[config.mk]
export PLATFORM = sky130hd
export DESIGN_NAME = delta_decoder_flat
export DESIGN_NICKNAME = d
export VERILOG_FILES = /design/src/rtl/delta_decoder_if.sv /design/src/rtl/delta_decoder.sv /design/src/flat_wrapper.sv
export SDC_FILE = /design/constraint.sdc
export NUM_CORES = 1
export LEC_CHECK = 0
export CORE_MARGIN = 2
export CORE_UTILIZATION = 45
export CTS_BUF_LIST = sky130_fd_sc_hd__clkbuf_16
export DETAILED_ROUTE_END_ITERATION = 7
export PLACE_DENSITY = 0.74
export SLEW_MARGIN = 20
export SYNTH_ARGS = -nofsm -noshare
export SYNTH_HDL_FRONTEND = slang
export SYNTH_SLANG_ARGS = --single-unit
[constraint.sdc]
create_clock -name clk -period 2.15 [get_ports clk]
set_input_delay 0.215 -clock clk [delete_from_list [all_inputs] [get_ports clk]]
set_output_delay 0.215 -clock clk [all_outputs]
set_load 0.01 [all_outputs]
[src/rtl/delta_decoder_if.sv]
// Handshake bundle for the delta decoder: input beat (seed or signed delta)
// and the registered reconstructed-sample output stage.
interface delta_decoder_if #(
    parameter int DW = 8,
    parameter int IW = 8
);
    logic          in_valid;
    logic          in_ready;
    logic          in_load;
    logic [DW-1:0] in_seed;
    logic          in_sign;
    logic [DW:0]   in_mag;
    logic          out_valid;
    logic          out_ready;
    logic [DW-1:0] out_data;
    logic          out_sat;
    logic [IW-1:0] out_idx;
    logic          err_noseed;

    modport master (
        output in_valid, in_load, in_seed, in_sign, in_mag, out_ready,
        input  in_ready, out_valid, out_data, out_sat, out_idx, err_noseed
    );

    modport slave (
        input  in_valid, in_load, in_seed, in_sign, in_mag, out_ready,
        output in_ready, out_valid, out_data, out_sat, out_idx, err_noseed
    );
endinterface

[src/rtl/delta_decoder.sv]
// Rebuilds absolute samples from sign/magnitude deltas with saturation,
// presented through a one-deep registered valid/ready output stage.
//
// state   | meaning
// --------+-------------------------------------------------------------
// ST_IDLE | no seed seen since reset; delta beats are dropped and flagged
// ST_RUN  | accumulator seeded; delta beats produce clamped samples
module delta_decoder #(
    parameter int DW = 8,
    parameter int IW = 8
) (
    input  logic            clk,
    input  logic            rst,
    delta_decoder_if.slave  bus
);
    // Three guard bits: acc (DW) + mag (DW+1) can reach 3*2^DW-2, which a
    // DW+2-bit signed value cannot hold.
    localparam int TW = DW + 3;

    typedef enum logic [0:0] {
        ST_IDLE = 1'b0,
        ST_RUN  = 1'b1
    } state_t;

    state_t        r_state;
    state_t        w_state_nxt;

    logic [DW-1:0] r_acc;
    logic [DW-1:0] w_acc_nxt;
    logic          r_out_valid;
    logic          w_out_valid_nxt;
    logic [DW-1:0] r_out_data;
    logic [DW-1:0] w_out_data_nxt;
    logic          r_out_sat;
    logic          w_out_sat_nxt;
    logic [IW-1:0] r_out_idx;
    logic [IW-1:0] w_out_idx_nxt;
    logic          r_err_noseed;
    logic          w_err_noseed_nxt;

    logic          w_in_ready;
    logic          w_accept;
    logic [TW-1:0] w_acc_ext;
    logic [TW-1:0] w_mag_ext;
    logic [TW-1:0] w_sum;
    logic          w_neg;
    logic          w_over;
    logic [DW-1:0] w_clamped;

    assign w_in_ready = !r_out_valid || bus.out_ready;
    assign w_accept   = bus.in_valid && w_in_ready;

    // Two's-complement sum in TW bits; the top bit is the sign.
    assign w_acc_ext = {3'b000, r_acc};
    assign w_mag_ext = {2'b00, bus.in_mag};
    assign w_sum     = bus.in_sign ? (w_acc_ext - w_mag_ext) : (w_acc_ext + w_mag_ext);
    assign w_neg     = w_sum[TW-1];
    assign w_over    = !w_neg && (|w_sum[TW-2:DW]);

    always_comb begin
        w_clamped = w_sum[DW-1:0];
        if (w_neg) begin
            w_clamped = '0;
        end else if (w_over) begin
            w_clamped = '1;
        end
    end

    always_comb begin
        w_state_nxt      = r_state;
        w_acc_nxt        = r_acc;
        w_out_data_nxt   = r_out_data;
        w_out_sat_nxt    = r_out_sat;
        w_out_idx_nxt    = r_out_idx;
        w_err_noseed_nxt = 1'b0;
        w_out_valid_nxt  = r_out_valid && !bus.out_ready;

        if (w_accept) begin
            if (bus.in_load) begin
                w_state_nxt     = ST_RUN;
                w_acc_nxt       = bus.in_seed;
                w_out_data_nxt  = bus.in_seed;
                w_out_sat_nxt   = 1'b0;
                w_out_idx_nxt   = '0;
                w_out_valid_nxt = 1'b1;
            end else begin
                case (r_state)
                    ST_IDLE: begin
                        w_err_noseed_nxt = 1'b1;
                    end
                    ST_RUN: begin
                        w_acc_nxt       = w_clamped;
                        w_out_data_nxt  = w_clamped;
                        w_out_sat_nxt   = w_neg || w_over;
                        w_out_idx_nxt   = r_out_idx + 1'b1;
                        w_out_valid_nxt = 1'b1;
                    end
                    default: begin
                        w_state_nxt = ST_IDLE;
                    end
                endcase
            end
        end
    end

    always_ff @(posedge clk) begin
        if (rst) begin
            r_state      <= ST_IDLE;
            r_acc        <= '0;
            r_out_valid  <= 1'b0;
            r_out_data   <= '0;
            r_out_sat    <= 1'b0;
            r_out_idx    <= '0;
            r_err_noseed <= 1'b0;
        end else begin
            r_state      <= w_state_nxt;
            r_acc        <= w_acc_nxt;
            r_out_valid  <= w_out_valid_nxt;
            r_out_data   <= w_out_data_nxt;
            r_out_sat    <= w_out_sat_nxt;
            r_out_idx    <= w_out_idx_nxt;
            r_err_noseed <= w_err_noseed_nxt;
        end
    end

    assign bus.in_ready   = w_in_ready;
    assign bus.out_valid  = r_out_valid;
    assign bus.out_data   = r_out_data;
    assign bus.out_sat    = r_out_sat;
    assign bus.out_idx    = r_out_idx;
    assign bus.err_noseed = r_err_noseed;
endmodule

[src/flat_wrapper.sv]
// flat-port wrapper written by rule: the top's interface ports become plain ports
module delta_decoder_flat 
#(
    parameter int DW = 8,
    parameter int IW = 8
)
  (clk, rst, bus_in_valid, bus_in_load, bus_in_seed, bus_in_sign, bus_in_mag, bus_out_ready, bus_in_ready, bus_out_valid, bus_out_data, bus_out_sat, bus_out_idx, bus_err_noseed);
  delta_decoder_if #(.DW(DW), .IW(IW)) bus_i ();
  input  logic clk;
  input  logic rst;
  input wire logic [$bits(bus_i.in_valid)-1:0] bus_in_valid;
  input wire logic [$bits(bus_i.in_load)-1:0] bus_in_load;
  input wire logic [$bits(bus_i.in_seed)-1:0] bus_in_seed;
  input wire logic [$bits(bus_i.in_sign)-1:0] bus_in_sign;
  input wire logic [$bits(bus_i.in_mag)-1:0] bus_in_mag;
  input wire logic [$bits(bus_i.out_ready)-1:0] bus_out_ready;
  output wire logic [$bits(bus_i.in_ready)-1:0] bus_in_ready;
  output wire logic [$bits(bus_i.out_valid)-1:0] bus_out_valid;
  output wire logic [$bits(bus_i.out_data)-1:0] bus_out_data;
  output wire logic [$bits(bus_i.out_sat)-1:0] bus_out_sat;
  output wire logic [$bits(bus_i.out_idx)-1:0] bus_out_idx;
  output wire logic [$bits(bus_i.err_noseed)-1:0] bus_err_noseed;
  assign bus_i.in_valid = bus_in_valid;
  assign bus_i.in_load = bus_in_load;
  assign bus_i.in_seed = bus_in_seed;
  assign bus_i.in_sign = bus_in_sign;
  assign bus_i.in_mag = bus_in_mag;
  assign bus_i.out_ready = bus_out_ready;
  assign bus_in_ready = bus_i.in_ready;
  assign bus_out_valid = bus_i.out_valid;
  assign bus_out_data = bus_i.out_data;
  assign bus_out_sat = bus_i.out_sat;
  assign bus_out_idx = bus_i.out_idx;
  assign bus_err_noseed = bus_i.err_noseed;
  delta_decoder #(.DW(DW), .IW(IW)) u_core (.clk(clk), .rst(rst), .bus(bus_i));
endmodule
==> impl_metrics.json <==
{
  "cts.clk_slew.worst_paths_ns": 0.06,
  "final_max_slew_viol_count": 0,
  "avgViaCountPerCell": 5.69,
  "reg2reg_slack_ns": -0.21,
  "final_util_pct": 81.0,
  "worstSkewPairLatency_ns": 0.26,
  "run_status": "finished with violations",
  "antenna_found_initial": 0,
  "worstPathArrival_ns": 2.49,
  "hp-start": "u_core.r_state$_SDFFE_PP0P_",
  "gr-usage-met2_pct": 46.8,
  "drtIter0Drc": 184,
  "syn_avg_cell_area_sq_um": 8.07,
  "cp_data_required_time_ns": 2.28,
  "hp-class": "reg -> reg",
  "met3_usage_pct": 2.53,
  "drv_cap": 0,
  "die_x_um": 66.7,
  "io_pins": 43,
  "whs_ns": 0.483,
  "core_sq_um": 3720,
  "nFillCells": 233,
  "worst-path-buf-inv": 1,
  "worst-path-stages": 9,
  "final_nets": 359,
  "ff_latch_area_sq_um": 408,
  "crit_fanout": 3,
  "cts_buffers": 3,
  "min_path_cells": 1,
  "drive_above_1_share_pct": 33.2,
  "floorplan.initialDensity_pct": 47.6,
  "ys_types": 51,
  "reg2reg_from": "u_core.r_acc[0]$_SDFFE_PP0P_",
  "power_density_nw_per_um2": 523,
  "skew_ns": 0.00314,
  "synth-seq-area-share_pct": 22.6,
  "hold_viol": 0,
  "synthesis.nets": 261,
  "diodes": 0,
  "cts_hold_buf": 0,
  "routabilityCongestion": 0.970,
  "ff2ff_path_depth": 9,
  "multi_input_area_sq_um": 1480,
  "slew-limit-headroom_pct": 69.3,
  "grt_pass1_wl_um": 9180,
  "ys.flop_type": "dfxtp_1",
  "yosys_warnings": 0,
  "globalRouteTotalUtil_pct": 26.9,
  "wl_per_cell_um": 17.0,
  "cp_slowest_stage_delay_ns": 0.40,
  "root_buffer": "clkbuf_16",
  "portBuffers": 42,
  "syn_to_final_growth_pct": 70.3,
  "total_leakage_power_nw": 1.26,
  "cts_max_path_buffers": 2,
  "routed_wl_um": 6200,
  "async_flop_share_pct": 0,
  "slowest_stage": "a2111oi_4",
  "synth_edf_count": 0,
  "setup_viol": 9,
  "die_h_um": 66.7,
  "tightest_slew_ns": 0.456,
  "grt_pass1_vias": 1978,
  "met1_usage_pct": 35.0,
  "hpwl_um": 4150,
  "critical_path.startpoint_type": "register",
  "hold_end": "u_core.bus.err_noseed$_SDFF_PP0_",
  "cpLargestDelayFamily": "compound AO/OA/AOI/OAI gates",
  "rsz0062_at_grt": "true",
  "setup_ws_ns": -0.212,
  "cts_max_level": 1,
  "ant_nets": 0,
  "finalCritPeriodShare_pct": 110,
  "via_count": 2071,
  "cts.sinks": 20,
  "row_count": 22,
  "peakVddDrop_mv": 0.587,
  "r2r-end": "u_core.r_acc[6]$_SDFFE_PP0P_",
  "synth_cells": 219,
  "grt_max_degree": 15,
  "die-area_sq_um": 4450,
  "syn_area_sq_um": 1770,
  "ys_ff_latch": 20,
  "crit_type": "reg -> reg",
  "busiest_layer": "met2",
  "cts_tree": "done",
  "dr.pass1.iters": 4,
  "p_total_w": 0.00157,
  "drc": 0,
  "timing.fmax_ghz": 0.423,
  "timing.final.crit_period_ns": 2.36,
  "end_kind": "register",
  "violations": "negative setup slack",
  "overflow": 0,
  "critical_path.cell_chain": "inv_2, ha_4, fa_2, nor2b_2, o31a_1, o221ai_4, a31o_4, a2111oi_4, a2111oi_2"
}
-- kinds of logic after synthesis --
| kind of cell | count (synthesis) | synth area share, % |
|---|---|---|
| and+or+nand+nor | 78 | 22.6 |
| adders and majority gates | 19 | 14.3 |
| buffers and inverters | 24 | 5.73 |
| muxes | 2 | 1.13 |
| DFF | 20 | 22.6 |
| AOI/OAI and AO/OA | 68 | 29.7 |
| xor gates and xnor gates | 8 | 3.96 |
-- placed cells by master, fill, tap and decap left out, drive strengths merged, types with 9 or more instances in the layout --
| cell | count |
|---|---|
| a21oi | 18 |
| buf | 60 |
| clkdlybuf4s50 | 40 |
| dfxtp | 20 |
| ha | 17 |
| inv | 15 |
| nand2 | 13 |
| nor2 | 28 |
| o21ai | 9 |
-- how the worst max path moves through the flow --
stage	from	to
floorplan	u_core.r_acc[0]$_SDFFE_PP0P_	u_core.r_acc[6]$_SDFFE_PP0P_
global placement	bus_in_mag[0]	u_core.r_acc[4]$_SDFFE_PP0P_
detailed placement	bus_in_mag[0]	u_core.r_acc[4]$_SDFFE_PP0P_
CTS	u_core.r_acc[0]$_SDFFE_PP0P_	u_core.r_acc[6]$_SDFFE_PP0P_
global route	u_core.r_acc[0]$_SDFFE_PP0P_	u_core.bus.out_sat$_SDFFE_PP0P_
finish	u_core.r_acc[0]$_SDFFE_PP0P_	u_core.r_acc[6]$_SDFFE_PP0P_
-- sequential cells by signal (all words and copies together), names as in the netlist --
| name | flops |
|---|---|
| u_core.r_state | 1 |
| u_core.bus.out_idx | 8 |
| u_core.r_acc | 8 |
| u_core.bus.out_valid | 1 |
| u_core.bus.out_sat | 1 |
| u_core.bus.err_noseed | 1 |
-- synthesized netlist by cell type, drive strengths merged, types with 3 or more instances --
cell type	number	area, sq um
nor2	28	110
dfxtp	20	400
a21oi	18	90.1
ha	17	213
inv	15	56.3
nand2	13	48.8
o21ai	9	45.0
a211oi	6	50.1
nand2b	6	37.5
nor2b	6	37.5
or3	6	37.5
a22oi	5	37.5
buf	5	30.0
nor3	5	25.0
clkbuf	4	15.0
nand4	4	31.3
o211ai	4	30.0
o22ai	4	31.3
xnor2	4	35.0
xor2	4	35.0
a2111oi	3	51.3
nand3b	3	22.5
o211a	3	30.0
o31a	3	26.3
-- through the flow --
stage	cell area, sq um	TNS, ns	setup WS (ns)	std cells
4_1_cts	2870	-1.37	-0.226	359
2_1_floorplan	1810	0	0.0147	219
5_1_grt	3010	-2.04	-0.297	364
6_report	3010	-1.29	-0.212	364
3_3_place_gp	2630	-3.74	-0.465	351
3_5_place_dp	2630	-4.11	-0.515	351
-- power breakdown --
| group | total [W] | leakage [nW] | switching (W) | internal (W) |
|---|---|---|---|---|
| combinational | 0.000696 | 1.04 | 0.000338 | 0.000358 |
| sequential | 0.000410 | 0.165 | 0.0000202 | 0.000389 |
| clock | 0.000469 | 0.0493 | 0.000147 | 0.000323 |
-- what timing repair did --
item,4_1_cts,5_1_grt
endpoints found under the setup margin,9,9
cloned,0,0
pin swaps,14,18
resized for setup,22,17
hold endpoints to repair,0,0
buffers inserted,5,5
-- metal layers --
| layer | vias up | share of wire (%) |
|---|---|---|
| met5 | - | 0 |
| met1 | 968 | 42 |
| met2 | 86 | 49 |
| li1 | 1000 | - |
| met4 | 0 | 2.6 |
| met3 | 17 | 5.8 |
-- final cells by class --
class / instances / share of cell area (%)
clock buffers: 4 / 3.33
inverters: 15 / 1.87
multi-input cells: 175 / 49.3
flip-flops and latches: 20 / 13.5
well taps: 48 / 2.00
repair buffers: 102 / 30.0
(Power assumes the default switching activity.)
